**src/rtl/multicycle_main_ctrl.sv**
```systemverilog
// Multi-cycle main control: FETCH/DECODE/EXEC/WB sequencing and ALUOp decode.
// Define CTRL_ILLEGAL_TRAP_EN to make an illegal opcode a sticky trap state.
module multicycle_main_ctrl #(
   parameter int unsigned CNT_W = 32
) (
   input  logic             clk_i,
   input  logic             rst_i,
   input  logic             instr_valid_i,
   input  logic [5:0]       opcode_i,
   input  logic             zero_i,
   output logic             instr_req_o,
   output logic             IRWrite_o,
   output logic             PCWrite_o,
   output logic             PCSrc_o,
   output logic [2:0]       ALUOp_o,
   output logic             ALUSrc_o,
   output logic             RegDst_o,
   output logic             RegWrite_o,
   output logic             illegal_o,
   output logic [CNT_W-1:0] retired_o
);

   typedef enum logic [2:0] {
      S_FETCH,
      S_DECODE,
      S_EXEC,
      S_WB,
      S_ILLEGAL
   } state_t;

   localparam logic [2:0] OP_R     = 3'b000;
   localparam logic [2:0] OP_ADDI  = 3'b001;
   localparam logic [2:0] OP_SLTIU = 3'b010;
   localparam logic [2:0] OP_BEQ   = 3'b011;
   localparam logic [2:0] OP_BNE   = 3'b100;
   localparam logic [2:0] OP_LUI   = 3'b101;
   localparam logic [2:0] OP_ORI   = 3'b110;

   state_t state;
   state_t state_nxt;

   logic [2:0]       aluop_q;
   logic             alusrc_q;
   logic             regdst_q;
   logic             illegal_q;
   logic [CNT_W-1:0] retired_q;

   logic [2:0] dec_aluop;
   logic       dec_alusrc;
   logic       dec_regdst;
   logic       dec_legal;

   logic req;
   logic irw;
   logic pcw;
   logic pcsrc;
   logic regw;
   logic retire;
   logic taken;

   always_comb begin
      dec_aluop  = OP_R;
      dec_alusrc = 1'b0;
      dec_regdst = 1'b0;
      dec_legal  = 1'b1;
      case (opcode_i)
         6'b000000: dec_regdst = 1'b1;
         6'b001000: begin
            dec_aluop  = OP_ADDI;
            dec_alusrc = 1'b1;
         end
         6'b001011: begin
            dec_aluop  = OP_SLTIU;
            dec_alusrc = 1'b1;
         end
         6'b000100: dec_aluop = OP_BEQ;
         6'b000101: dec_aluop = OP_BNE;
         6'b001111: begin
            dec_aluop  = OP_LUI;
            dec_alusrc = 1'b1;
         end
         6'b001101: begin
            dec_aluop  = OP_ORI;
            dec_alusrc = 1'b1;
         end
         default: dec_legal = 1'b0;
      endcase
   end

   // Branch class is recovered from the registered ALUOp.
   always_comb begin
      taken = 1'b0;
      if (aluop_q == OP_BEQ) taken = zero_i;
      if (aluop_q == OP_BNE) taken = !zero_i;
   end

   always_comb begin
      state_nxt = state;
      req       = 1'b0;
      irw       = 1'b0;
      pcw       = 1'b0;
      pcsrc     = 1'b0;
      regw      = 1'b0;
      retire    = 1'b0;
      case (state)
         S_FETCH: begin
            req = 1'b1;
            if (instr_valid_i) begin
               irw       = 1'b1;
               pcw       = 1'b1;
               state_nxt = S_DECODE;
            end
         end
         S_DECODE: begin
            state_nxt = dec_legal ? S_EXEC : S_ILLEGAL;
         end
         S_EXEC: begin
            if (aluop_q == OP_BEQ || aluop_q == OP_BNE) begin
               pcw       = taken;
               pcsrc     = taken;
               retire    = 1'b1;
               state_nxt = S_FETCH;
            end else begin
               state_nxt = S_WB;
            end
         end
         S_WB: begin
            regw      = 1'b1;
            retire    = 1'b1;
            state_nxt = S_FETCH;
         end
         S_ILLEGAL: begin
`ifdef CTRL_ILLEGAL_TRAP_EN
            state_nxt = S_ILLEGAL;
`else
            retire    = 1'b1;
            state_nxt = S_FETCH;
`endif
         end
         default: state_nxt = S_FETCH;
      endcase
   end

   always_ff @(posedge clk_i or negedge rst_i) begin
      if (!rst_i) begin
         state <= S_FETCH;
      end else begin
         state <= state_nxt;
      end
   end

   // Datapath controls are only refreshed by a legal decode.
   always_ff @(posedge clk_i or negedge rst_i) begin
      if (!rst_i) begin
         aluop_q  <= OP_R;
         alusrc_q <= 1'b0;
         regdst_q <= 1'b0;
      end else if (state == S_DECODE && dec_legal) begin
         aluop_q  <= dec_aluop;
         alusrc_q <= dec_alusrc;
         regdst_q <= dec_regdst;
      end
   end

   always_ff @(posedge clk_i or negedge rst_i) begin
      if (!rst_i) begin
         illegal_q <= 1'b0;
      end else begin
`ifdef CTRL_ILLEGAL_TRAP_EN
         if (state == S_DECODE && !dec_legal) illegal_q <= 1'b1;
`else
         illegal_q <= (state == S_DECODE) && !dec_legal;
`endif
      end
   end

   always_ff @(posedge clk_i or negedge rst_i) begin
      if (!rst_i) begin
         retired_q <= '0;
      end else if (retire) begin
         retired_q <= retired_q + CNT_W'(1);
      end
   end

   // Strobes are gated by reset so nothing leaks while it is held.
   assign instr_req_o = req & rst_i;
   assign IRWrite_o   = irw & rst_i;
   assign PCWrite_o   = pcw & rst_i;
   assign PCSrc_o     = pcsrc & rst_i;
   assign RegWrite_o  = regw & rst_i;
   assign ALUOp_o     = aluop_q;
   assign ALUSrc_o    = alusrc_q;
   assign RegDst_o    = regdst_q;
   assign illegal_o   = illegal_q;
   assign retired_o   = retired_q;

endmodule

```
**config.mk**
```make
export PLATFORM = sky130hd
export DESIGN_NAME = multicycle_main_ctrl
export DESIGN_NICKNAME = d
export VERILOG_FILES = /design/src/rtl/multicycle_main_ctrl.sv
export SDC_FILE = /design/constraint.sdc
export NUM_CORES = 1
export LEC_CHECK = 0
export BUFFER_PORTS_ARGS = -buffer_cell sky130_fd_sc_hd__buf_2
export CAP_MARGIN = 15
export CORE_ASPECT_RATIO = 0.9
export CORE_UTILIZATION = 47
export DETAILED_ROUTE_END_ITERATION = 16
export PLACE_DENSITY_LB_ADDON = 0.08
export SYNTH_ARGS = -nofsm -noshare
export SYNTH_HDL_FRONTEND = slang
export SYNTH_SLANG_ARGS = --single-unit
export TNS_END_PERCENT = 10
```
**constraint.sdc**
```tcl
create_clock -name clk_i -period 1.7 [get_ports clk_i]
set_input_delay 0.255 -clock clk_i [delete_from_list [all_inputs] [get_ports clk_i]]
set_output_delay 0.255 -clock clk_i [all_outputs]
set_load 0.1 [all_outputs]
```
* After elaboration in Yosys (flattened, before gate mapping)
Index checks and enable logic that the tools add are counted.
** Cells by class
- Add/sub/neg operators :: 1
- $mul :: 0
- Div/mod/pow operators :: 0
- Magnitude comparators :: 0
- Equality and inequality tests :: 13
- Shifts and indexed selects :: 0
- Mux-type cells :: 19
- Bitwise logic cells :: 5
- Reduce and logical (&&, ||, !) cells :: 10
** Operator list (number)
- $add 32x1->32 const B :: 1
- $eq 6x4->1 const B :: 4
- $pmux 3 s6 :: 1
- $eq 6x3->1 const B :: 2
- $mux 1 :: 12
- $eq 3x2->1 const B :: 3
- $pmux 3 s3 :: 1
- $reduce_or 7->1 :: 1
- $eq 3x3->1 const B :: 2
- $logic_not 6->1 :: 1
- $mux 3 :: 2
- $and 1x1->1 :: 5
- $pmux 1 s2 :: 2
- $reduce_or 4->1 :: 1
- $eq 3x1->1 const B :: 1
- $logic_not 3->1 :: 1
- $logic_and 1x1->1 :: 2
- $logic_not 1->1 :: 2
- $mux 2 :: 1
- $ne 2x2->1 const B :: 1
- $reduce_or 2->1 :: 1
- $logic_or 1x1->1 :: 1
** Word-level totals
- Register bits :: 41
- Latch bits :: 0
- Memory bits (writable) :: 0
- Bits in read-only memories :: 0
- Bits of input ports :: 10
- Output and inout bits :: 43
- Memories :: 0

* Logic depth before layout (Yosys ltp)
- Depth in word-level cells :: 6
- Gate-level depth with buffers :: 6

* Worst setup path before layout
Ideal clock, no wire load.
- Kind :: flip-flop to output port
- Start :: register aluop_q[2], in the netlist ALUOp_o[2]
- End :: output PCWrite_o
- Arrival :: 4170 ps
- Required time :: 1445 ps
- Setup slack :: -2725 ps
- Cell stages (with the launch flop) :: 4
- Buffers on the path :: 0
- Path through :: dfrtp_1 > nand3_1 > a211oi_1 > or2_2
** Between the ends
- Word-level cells in the longest chain between the ends :: 6
** RTL lines
- from (decl) :: RTL line 42 : logic [2:0] aluop_q;
- from (signal assigned) :: RTL line 159 : aluop_q <= dec_aluop;
- $eq 3x2->1 :: RTL line 93, 118
- $mux 1 :: RTL line 93 : if (aluop_q == OP_BEQ) taken = zero_i;
- $mux 1 :: RTL line 94 : if (aluop_q == OP_BNE) taken = !zero_i;
- $mux 1 (*) :: RTL line 118 : if (aluop_q == OP_BEQ || aluop_q == OP_BNE) begin
- $pmux 1 s2 (*) :: RTL line 105 : case (state)
- $and 1x1->1 (*) :: RTL line 188 : assign PCWrite_o = pcw & rst_i;
- to (decl) :: RTL line 13 : output logic PCWrite_o,
Mark *: on every way between the ends. The rest lies on a longest branch, timed or not.

* Final worst setup path
Ends and elaborated chain as after synthesis.

==> impl_metrics.ini <==
[status]
status = finished, violations left
violations = negative setup slack

[critical_path]
slowest_stage = dfrtp_4
worst_setup_path_end_kind = output pin
cp_slowest_stage_delay_ps = 480
arrival_ps = 1710
start_kind = flip-flop
path_cells = buf_6 -> nand4b_1 -> a211oi_4 -> or2_4 -> buf_12
cp_top_family = flip-flops
path_class = reg -> out
required_ps = 1440
crit_buf_inv = 2
crit_fanout = 3
regToRegSetupSlack_ps = -170

[yosys]
syn_area_per_cell_um2 = 10.4
netlist.area_leader.share = 0.497
yosysSeqAreaShare = 0.497
ys_ff_latch = 41
async_flop_share = 1.00
yosysUniqueCellTypes = 43
synth_cells = 198
ys_warn_count = 0
yosysTopAreaCell = dfrtp_1
synth_edf_count = 0
synth_area_leaders = dfrtp_1 (50%), xnor2_1 (10%), xor2_1 (4.2%)
synth_nets = 209
synthFlopType = dfrtp_1
netlist_area_mm2 = 0.00207

[sta]
max_slew.worst_pin.slew_ps = 493
rsz0062_at_grt = yes
fmax_mhz = 508
fin_worst_skew_ps = 7.48
slew_headroom = 0.674
period_needed_ps = 1970
hold_violations = 0
fin_ws_ps = -269
drv_slew = 0
finalSetupTns_ps = -4170
fin_hold_ws_ps = 12.5
min_period_over_period = 1.16
setup_viol = 33

[cts]
cts_sinks = 41
cts_max_level = 2
cts-root-buf = clkbuf_8
clk_latency_ps = 280
cts_tree = yes
clk_path_buf_depth = 2
numCtsBuffers = 5
path_clk_slew_ps = 80
cts_hold_buffers = 0

[grt]
antenna_found_initial = 0
grt_pass1_vias = 1690
grt_overflow = 0
grt_max_degree = 24
grt.total_usage = 0.218
grt_pass1_wl_um = 7940

[final_layout]
antennaDiodeCount = 0
layout.cells.non_filler = 339
final_layout_size_suffix_gt1_frac = 0.448
fill_cells = 350
synthToLayoutAreaGrowth_pct = 38.0
final_common_cell = buf_2
nets = 289
final_cell_mix = buf_2 (47), dfrtp_1 (24), xnor2_1 (24)

[floorplanning]
chipHeight_um = 64.9
die_w_um = 71.9
rows = 22
die_area_mm2 = 0.00466
coreArea_mm2 = 0.00416
ioPinCount = 53
initial_core_util = 0.497

[detailed_routing]
drtAntennaViolNets = 0
drtPass1Iterations = 4
post_drt_wl_per_cell_um = 12.7
vias = 1693
via_per_inst = 4.99
initialDrtViolationCount = 118
drt_drc_violations_left = 0
drt-total-wl_um = 4320

[placed_design]
dp.cells = 329
hpwl_um = 3240
port_buffers = 52
pre_cts_ws_ps = -64.2
gp_congestion = 0.793

[power]
power_mw = 3.98
vdd_drop_max_mv = 1.06
power_density_mw_per_mm2 = 1400
p_leak_nw = 1.37

[worst_hold_path]
holdCritPathClass = in -> async

[flow_run]
maxCapViolations = 0
[cells by family (layout without fill, tap and decap cells)]
logic type,count (synthesis),count (layout),synth area share
AOI/OAI and AO/OA,14,14,0.0636
xor gates and xnor gates,34,34,0.144
adders and majority gates,1,1,0.00606
buffers and inverters,12,93,0.0297
DFF,41,41,0.497
muxes,5,5,0.0260
and+or+nand+nor,91,91,0.234
[final cells by class]
class	count	area (um2)	share of cell area
sequential	41	1060	0.373
multi-input combinational	145	1040	0.366
timing repair buffer	78	551	0.193
clock buffer	8	90.1	0.0316
tap	60	75.1	0.0263
inverter	7	28.8	0.0101
[state kept, by name (all words and copies together), names as in the netlist]
name and count:
ALUOp_o 3, ALUSrc_o 1, state 3, retired_o 32
RegDst_o 1, illegal_o 1
[path summary, 6_finish.rpt]
kind	start	to	cells past startpoint
setup / recovery	ALUOp_o[2]$_DFFE_PN0P_	PCWrite_o	5
hold / removal	rst_i	retired_o[0]$_DFFE_PN0P_	2
setup reg to reg	ALUOp_o[1]$_DFFE_PN0P_	retired_o[15]$_DFFE_PN0P_	7
hold reg to reg	retired_o[31]$_DFFE_PN0P_	retired_o[31]$_DFFE_PN0P_	1
max in group asynchronous	rst_i	retired_o[15]$_DFFE_PN0P_	2
min in group clk_i	instr_valid_i	state[0]$_DFFE_PN0P_	3
[worst reg2reg max path: stages, from the launching register on]
cell	delay (ps)
dfrtp_4	480
buf_4	140
nor3b_2	230
o311ai_2	140
a211oi_4	290
buf_12	190
nand4_1	120
xnor2_1	150
[metal layers]
metal  wire (um)  GRT usage  vias up
li1            -          -      846
met1        2160      0.306      794
met2        1930      0.340       44
met3         170     0.0451        9
met4          63     0.0662        0
met5           0          0        -
[through the flow]
| stage | utilization | instance area (um2) |
|---|---|---|
| finish | 0.686 | 2850 |
| global route | 0.686 | 2850 |
| CTS | 0.682 | 2840 |
| detailed placement | 0.647 | 2690 |
| global placement | 0.647 | 2690 |
| floorplan | - | 2120 |
[synth_stat cells (2+ instances only)]
cell type and count:
dfrtp_1 41, xnor2_1 24, nand2_1 17, nor2_1 17, nand3_1 13, nand4_1 12, nor3_1 10, xor2_1 10
inv_1 6, and3_1 4, nor2b_1 4, and2_1 3, mux2_2 3, a211oi_1 2, buf_6 2, clkbuf_1 2
mux2i_1 2
[power by group]
part           internal, mW  switching (mW)  total, mW
Sequential             1.16           0.114       1.27
Combinational         0.577            1.49       2.07
Clock                 0.331           0.307      0.638
[what timing repair did]
item,CTS,global route
pin swaps,6,1
setup endpoints to repair,29,36
setup buffers,2,0
resized for setup,12,4
No activity file was read; power rests on OpenSTA's default activity.
